## config.mk

```make
export PLATFORM = sky130hd
export DESIGN_NAME = conv3x3_tap_scheduler
export DESIGN_NICKNAME = d
export VERILOG_FILES = /design/src/rtl/conv3x3_tap_scheduler.sv
export SDC_FILE = /design/constraint.sdc
export NUM_CORES = 1
export LEC_CHECK = 0
export BUFFER_PORTS_ARGS = -buffer_cell sky130_fd_sc_hd__buf_4
export CORE_MARGIN = 4
export CORE_UTILIZATION = 54
export DETAILED_ROUTE_END_ITERATION = 6
export HOLD_SLACK_MARGIN = 0.15
export PLACE_DENSITY = 0.94
export SYNTH_ARGS = -nofsm -noshare
export SYNTH_HDL_FRONTEND = slang
export SYNTH_SLANG_ARGS = --single-unit
```

## constraint.sdc

```tcl
create_clock -name clk -period 4.3 [get_ports clk]
set_input_delay 0.645 -clock clk [delete_from_list [all_inputs] [get_ports clk]]
set_output_delay 0.645 -clock clk [all_outputs]
set_load 0.01 [all_outputs]
```

## src/rtl/conv3x3_tap_scheduler.sv

```systemverilog
// Tap sequencer for the shared 3x3 convolution MAC: clears, walks nine taps per filter,
// drains the MAC pipe and flags each result. Optional `STALL_CNT_EN adds a stall counter port.
module conv3x3_tap_scheduler #(
  parameter int FIDX_W  = 3,
  parameter int MAC_LAT = 2
) (
  input  logic              clk,
  input  logic              rst,
  input  logic              start,
  input  logic [FIDX_W:0]   cfg_nf,
  input  logic              mac_ready,
  output logic              busy,
  output logic              done,
  output logic              mac_clr,
  output logic              mac_en,
  output logic [3:0]        tap_idx,
  output logic [FIDX_W-1:0] filt_idx,
  output logic              res_valid,
  output logic [FIDX_W-1:0] res_filt_idx,
`ifdef STALL_CNT_EN
  output logic [15:0]       stall_cnt,
`endif
  output logic [2:0]        dbg_state
);

  // Handshake: a tap transfers on every cycle where mac_en (state ACCUM) and mac_ready are both high;
  // mac_ready low in ACCUM holds the current tap, it is never dropped or reissued.

  typedef enum logic [2:0] {
    S_IDLE  = 3'd0,
    S_CLEAR = 3'd1,
    S_ACCUM = 3'd2,
    S_DRAIN = 3'd3,
    S_DONE  = 3'd4
  } state_t;

  localparam int            DW         = (MAC_LAT > 1) ? $clog2(MAC_LAT) : 1;
  localparam logic [DW-1:0] DRAIN_LAST = DW'(MAC_LAT - 1);

  state_t            state, state_n;
  logic [3:0]        tap_q, tap_n;
  logic [FIDX_W-1:0] filt_q, filt_n;
  logic [FIDX_W:0]   nf_q, nf_n;
  logic [DW-1:0]     drain_q, drain_n;
  logic [FIDX_W:0]   nf_last;

  // One bit wider than filt_idx so nf = 2^FIDX_W ends on the top index without wrapping.
  assign nf_last = nf_q - (FIDX_W+1)'(1);

  always_ff @(posedge clk or posedge rst) begin
    if (rst) begin
      state   <= S_IDLE;
      tap_q   <= '0;
      filt_q  <= '0;
      nf_q    <= '0;
      drain_q <= '0;
    end else begin
      state   <= state_n;
      tap_q   <= tap_n;
      filt_q  <= filt_n;
      nf_q    <= nf_n;
      drain_q <= drain_n;
    end
  end

  always_comb begin
    state_n = state;
    tap_n   = tap_q;
    filt_n  = filt_q;
    nf_n    = nf_q;
    drain_n = drain_q;
    case (state)
      S_IDLE: begin
        if (start) begin
          nf_n   = cfg_nf;
          filt_n = '0;
          state_n = (cfg_nf == '0) ? S_DONE : S_CLEAR;
        end
      end
      S_CLEAR: begin
        tap_n   = 4'd0;
        drain_n = '0;
        state_n = S_ACCUM;
      end
      S_ACCUM: begin
        if (mac_ready) begin
          if (tap_q == 4'd8) state_n = S_DRAIN;
          else               tap_n   = tap_q + 4'd1;
        end
      end
      S_DRAIN: begin
        if (drain_q == DRAIN_LAST) begin
          drain_n = '0;
          if ({1'b0, filt_q} == nf_last) begin
            state_n = S_DONE;
          end else begin
            filt_n  = filt_q + FIDX_W'(1);
            state_n = S_CLEAR;
          end
        end else begin
          drain_n = drain_q + DW'(1);
        end
      end
      S_DONE:  state_n = S_IDLE;
      default: state_n = S_IDLE;
    endcase
  end

  assign busy         = (state != S_IDLE);
  assign done         = (state == S_DONE);
  assign mac_clr      = (state == S_CLEAR);
  assign mac_en       = (state == S_ACCUM) & mac_ready;
  assign res_valid    = (state == S_DRAIN) && (drain_q == DRAIN_LAST);
  assign tap_idx      = tap_q;
  assign filt_idx     = filt_q;
  assign res_filt_idx = filt_q;
  assign dbg_state    = state;

`ifdef STALL_CNT_EN
  logic [15:0] stall_q;

  always_ff @(posedge clk or posedge rst) begin
    if (rst)                                  stall_q <= '0;
    else if (state == S_IDLE && start)        stall_q <= '0;
    else if (state == S_ACCUM && !mac_ready && stall_q != 16'hFFFF)
                                              stall_q <= stall_q + 16'd1;
  end

  assign stall_cnt = stall_q;
`endif

endmodule
```

==> reports/summary.txt <==
CP Class: reg2reg
Worst-path clk slew: 0.09 ns
Max incr delay on CP: 0.67 ns
Worst path depth: 7
Sequential area share after synthesis: 0.4110
Reg2Reg Depth: 7
Port bufs: 25
Leakage: 0.5368 nW
Die H: 49.13 µm
Post-DP HPWL: 1.498 mm
Critical R2R Launch: nf_q[0]$_DFFE_PP0P_
Largest family of logic cells by synthesized area: simple AND/OR/NAND/NOR gates
CTS Hold Bufs: 0
Initial DRC Count: 22
Postcts setup bufs: 0
Final Power: 0.7920 mW
Crit path max-delay family: simple AND/OR/NAND/NOR gates
Synth Area in XOR/XNOR: 0.04795
CTS resizes: 0
Area delta synth->final: 22.33%
CP max stage cell: or4bb_2
Adder-cell share of the synthesized area: 0.05479
Reg-to-reg endpoint: dbg_state[0]$_DFFE_PP0P_
Syn. warnings: 0
Max Slew Vio Count: 0
Core area: 1559 µm²
Final setup fails: 0
Ports: 26
Clk buf depth: 2
Starting Density: 0.5859
End-of-flow core utilization: 0.7167
CTS tree: built
Critical path cell sequence: inv_1, ha_1, xor2_1, or4bb_2, a31o_4, o21ai_0, o221ai_1
Largest net degree at the start of global routing: 16
Vias in the first global route: 764
Worst slew pin tran: 0.5535 ns
Reg-to-reg slack, setup: 2.11 ns
Worst skew pair latency: 0.29 ns
DRC viols: 0
Post-synthesis simple-gate area fraction: 0.2384
#FFs+latches synth: 15
Std cell rows: 14
PwrDens: 708.9 nW/µm²
CTS sink count: 15
Slew Limit Headroom: 0.6306
Global-route wire length before repair: 3.201 mm
GRT overflow: 0
Layout Nets: 133
Antenna violations before repair: 0
Startpoint Class: flip-flop
Mapped Area: 913.4 µm²
Share of layout cells above drive strength 1: 0.3167
CTS root buf: clkbuf_4
Max-cap violations: 0
Outcome: complete, no violations
Crit. End Element: flip-flop
Cts bufs inserted: 3
Hold WC Path Type: in2async
Mapped Nets: 108
Mux cell area share after synthesis: 0.03699
WP buf/inv: 1
Syn avg cell area: 9.514 µm²
Final Hold Vio Count: 0
Crit path time final: 2.186 ns
First-pass DRT Iterations: 4
Die ar.: 2413 µm²
Unrepaired setup endpoints after global routing: no
Via count: 791
Average wire per standard cell: 14.06 µm
CP max FO: 5
Via-to-Cell Ratio: 5.816
Final TNS setup: 0 ns
Commonest cells after routing, fill and taps aside: buf_4 (25), dfrtp_1 (15), inv_1 (10)
RePlAce Congestion: 0.7605
Post-synthesis cell count: 96
Commonest non-fill, non-tap cell in the layout: buf_4
Wirelength, routed: 1.912 mm
CP arrival: 2.33 ns
Gr usage total: 0.1645
Area fraction in compound gates after synthesis: 0.1370
Worst IR drop on VDD: 0.4454 mV
Htree depth: 1
Ant. Diodes: 0
Chip Width: 49.13 µm
Max frequency: 457.5 MHz
Post-route antenna net violation count: 0
Yosys cell types: 33
Fillers: 127
Fin crit share: 0.5084
Worst Path Required: 4.45 ns
Worst-case clock skew: 0.004780 ns
==> report_power, final <==
part / switching, mW / internal, mW
clock: 0.0465 / 0.0361
sequential: 0.0748 / 0.202
combinational: 0.215 / 0.217
total: 0.337 / 0.455
==> cell families after synthesis <==
group | Yosys count
multiplexers | 3
adder cells (fa/ha/maj) | 4
XOR/XNOR | 5
buffers and inverters | 15
AO/OA/AOI/OAI | 17
AND/OR/NAND/NOR | 37
flip-flops | 15
==> layer usage <==
layer | share of wire | wire [µm] | track usage | up-vias
met5 | 0 | 0 | 0 | -
met3 | 0.055 | 105 | 0.03364 | 4
met4 | 0.016 | 31 | 0.06635 | 0
met2 | 0.49 | 931 | 0.2879 | 20
met1 | 0.44 | 842 | 0.1938 | 386
li1 | - | - | - | 381
==> worst register-to-register path: cells and delay by family, from the launching register on <==
| family | cells | cell delay, ns |
|---|---|---|
| flops | 1 | 0.39 |
| simple gates | 1 | 0.67 |
| xor+xnor | 1 | 0.16 |
| compound gates | 3 | 0.56 |
| buf+inv | 1 | 0.07 |
| fa+ha+maj | 1 | 0.20 |
==> Yosys cell counts <==
cell,number,share of area
dfrtp_1,15,0.41
inv_1,10,0.041
nor2_1,9,0.037
nand2_1,7,0.029
a21oi_1,5,0.027
xor2_1,5,0.048
ha_1,4,0.055
o21ai_0,4,0.022
and2_1,3,0.021
buf_4,3,0.025
mux2_2,3,0.037
nand3b_1,3,0.025
nand4_1,3,0.021
clkbuf_1,2,0.0082
nor3_1,2,0.011
a2bb2oi_1,1,0.0096
a2bb2oi_2,1,0.016
a31o_4,1,0.019
and4bb_2,1,0.014
nand2b_1,1,0.0069
nand3_1,1,0.0055
nor3b_2,1,0.014
nor4_1,1,0.0069
nor4bb_1,1,0.011
o211ai_1,1,0.0082
o221ai_1,1,0.0096
o22a_1,1,0.0096
o22ai_1,1,0.0069
o31ai_1,1,0.0082
or2_2,1,0.0069
or4_1,1,0.0082
or4_2,1,0.0096
or4bb_2,1,0.014
==> through the flow <==
stage / std cells / setup slack [ns] / instance area, µm² / hold WS (ns)
2_1_floorplan: 96 / 2.242 / 913.4 / 0.5036
3_3_place_gp: 132 / 2.197 / 1091 / 0.5217
3_5_place_dp: 132 / 2.133 / 1091 / 0.5370
4_1_cts: 136 / 2.116 / 1117 / 0.4233
5_1_grt: 136 / 2.019 / 1117 / 0.4521
6_report: 136 / 2.114 / 1117 / 0.3994
==> flip-flops by register name, summed over array words and instances (netlist names) <==
signal / flops
filt_idx: 3
tap_idx: 4
drain_q: 1
dbg_state: 3
nf_q: 4
==> final cells by class <==
type | instances | area, µm² | share of cell area
multi-input cells | 66 | 470.5 | 0.4211
flip-flops and latches | 15 | 375.4 | 0.3359
repair buffers | 25 | 187.7 | 0.1680
inverters | 10 | 37.54 | 0.03359
clock buffers | 4 | 26.28 | 0.02352
well taps | 16 | 20.02 | 0.01792
==> how the worst max path moves through the flow <==
stage                              startpoint  slack [ns]                        to
final                     nf_q[0]$_DFFE_PP0P_        2.11  dbg_state[0]$_DFFE_PP0P_
after detailed placement  nf_q[0]$_DFFE_PP0P_        2.13  dbg_state[0]$_DFFE_PP0P_
after global placement    nf_q[0]$_DFFE_PP0P_        2.20  dbg_state[0]$_DFFE_PP0P_
after floorplan           nf_q[0]$_DFFE_PP0P_        2.24  dbg_state[0]$_DFFE_PP0P_
after CTS                 nf_q[0]$_DFFE_PP0P_        2.12  dbg_state[0]$_DFFE_PP0P_
after global routing      nf_q[0]$_DFFE_PP0P_        2.02  dbg_state[0]$_DFFE_PP0P_
Power figures use the tool's default switching activity.
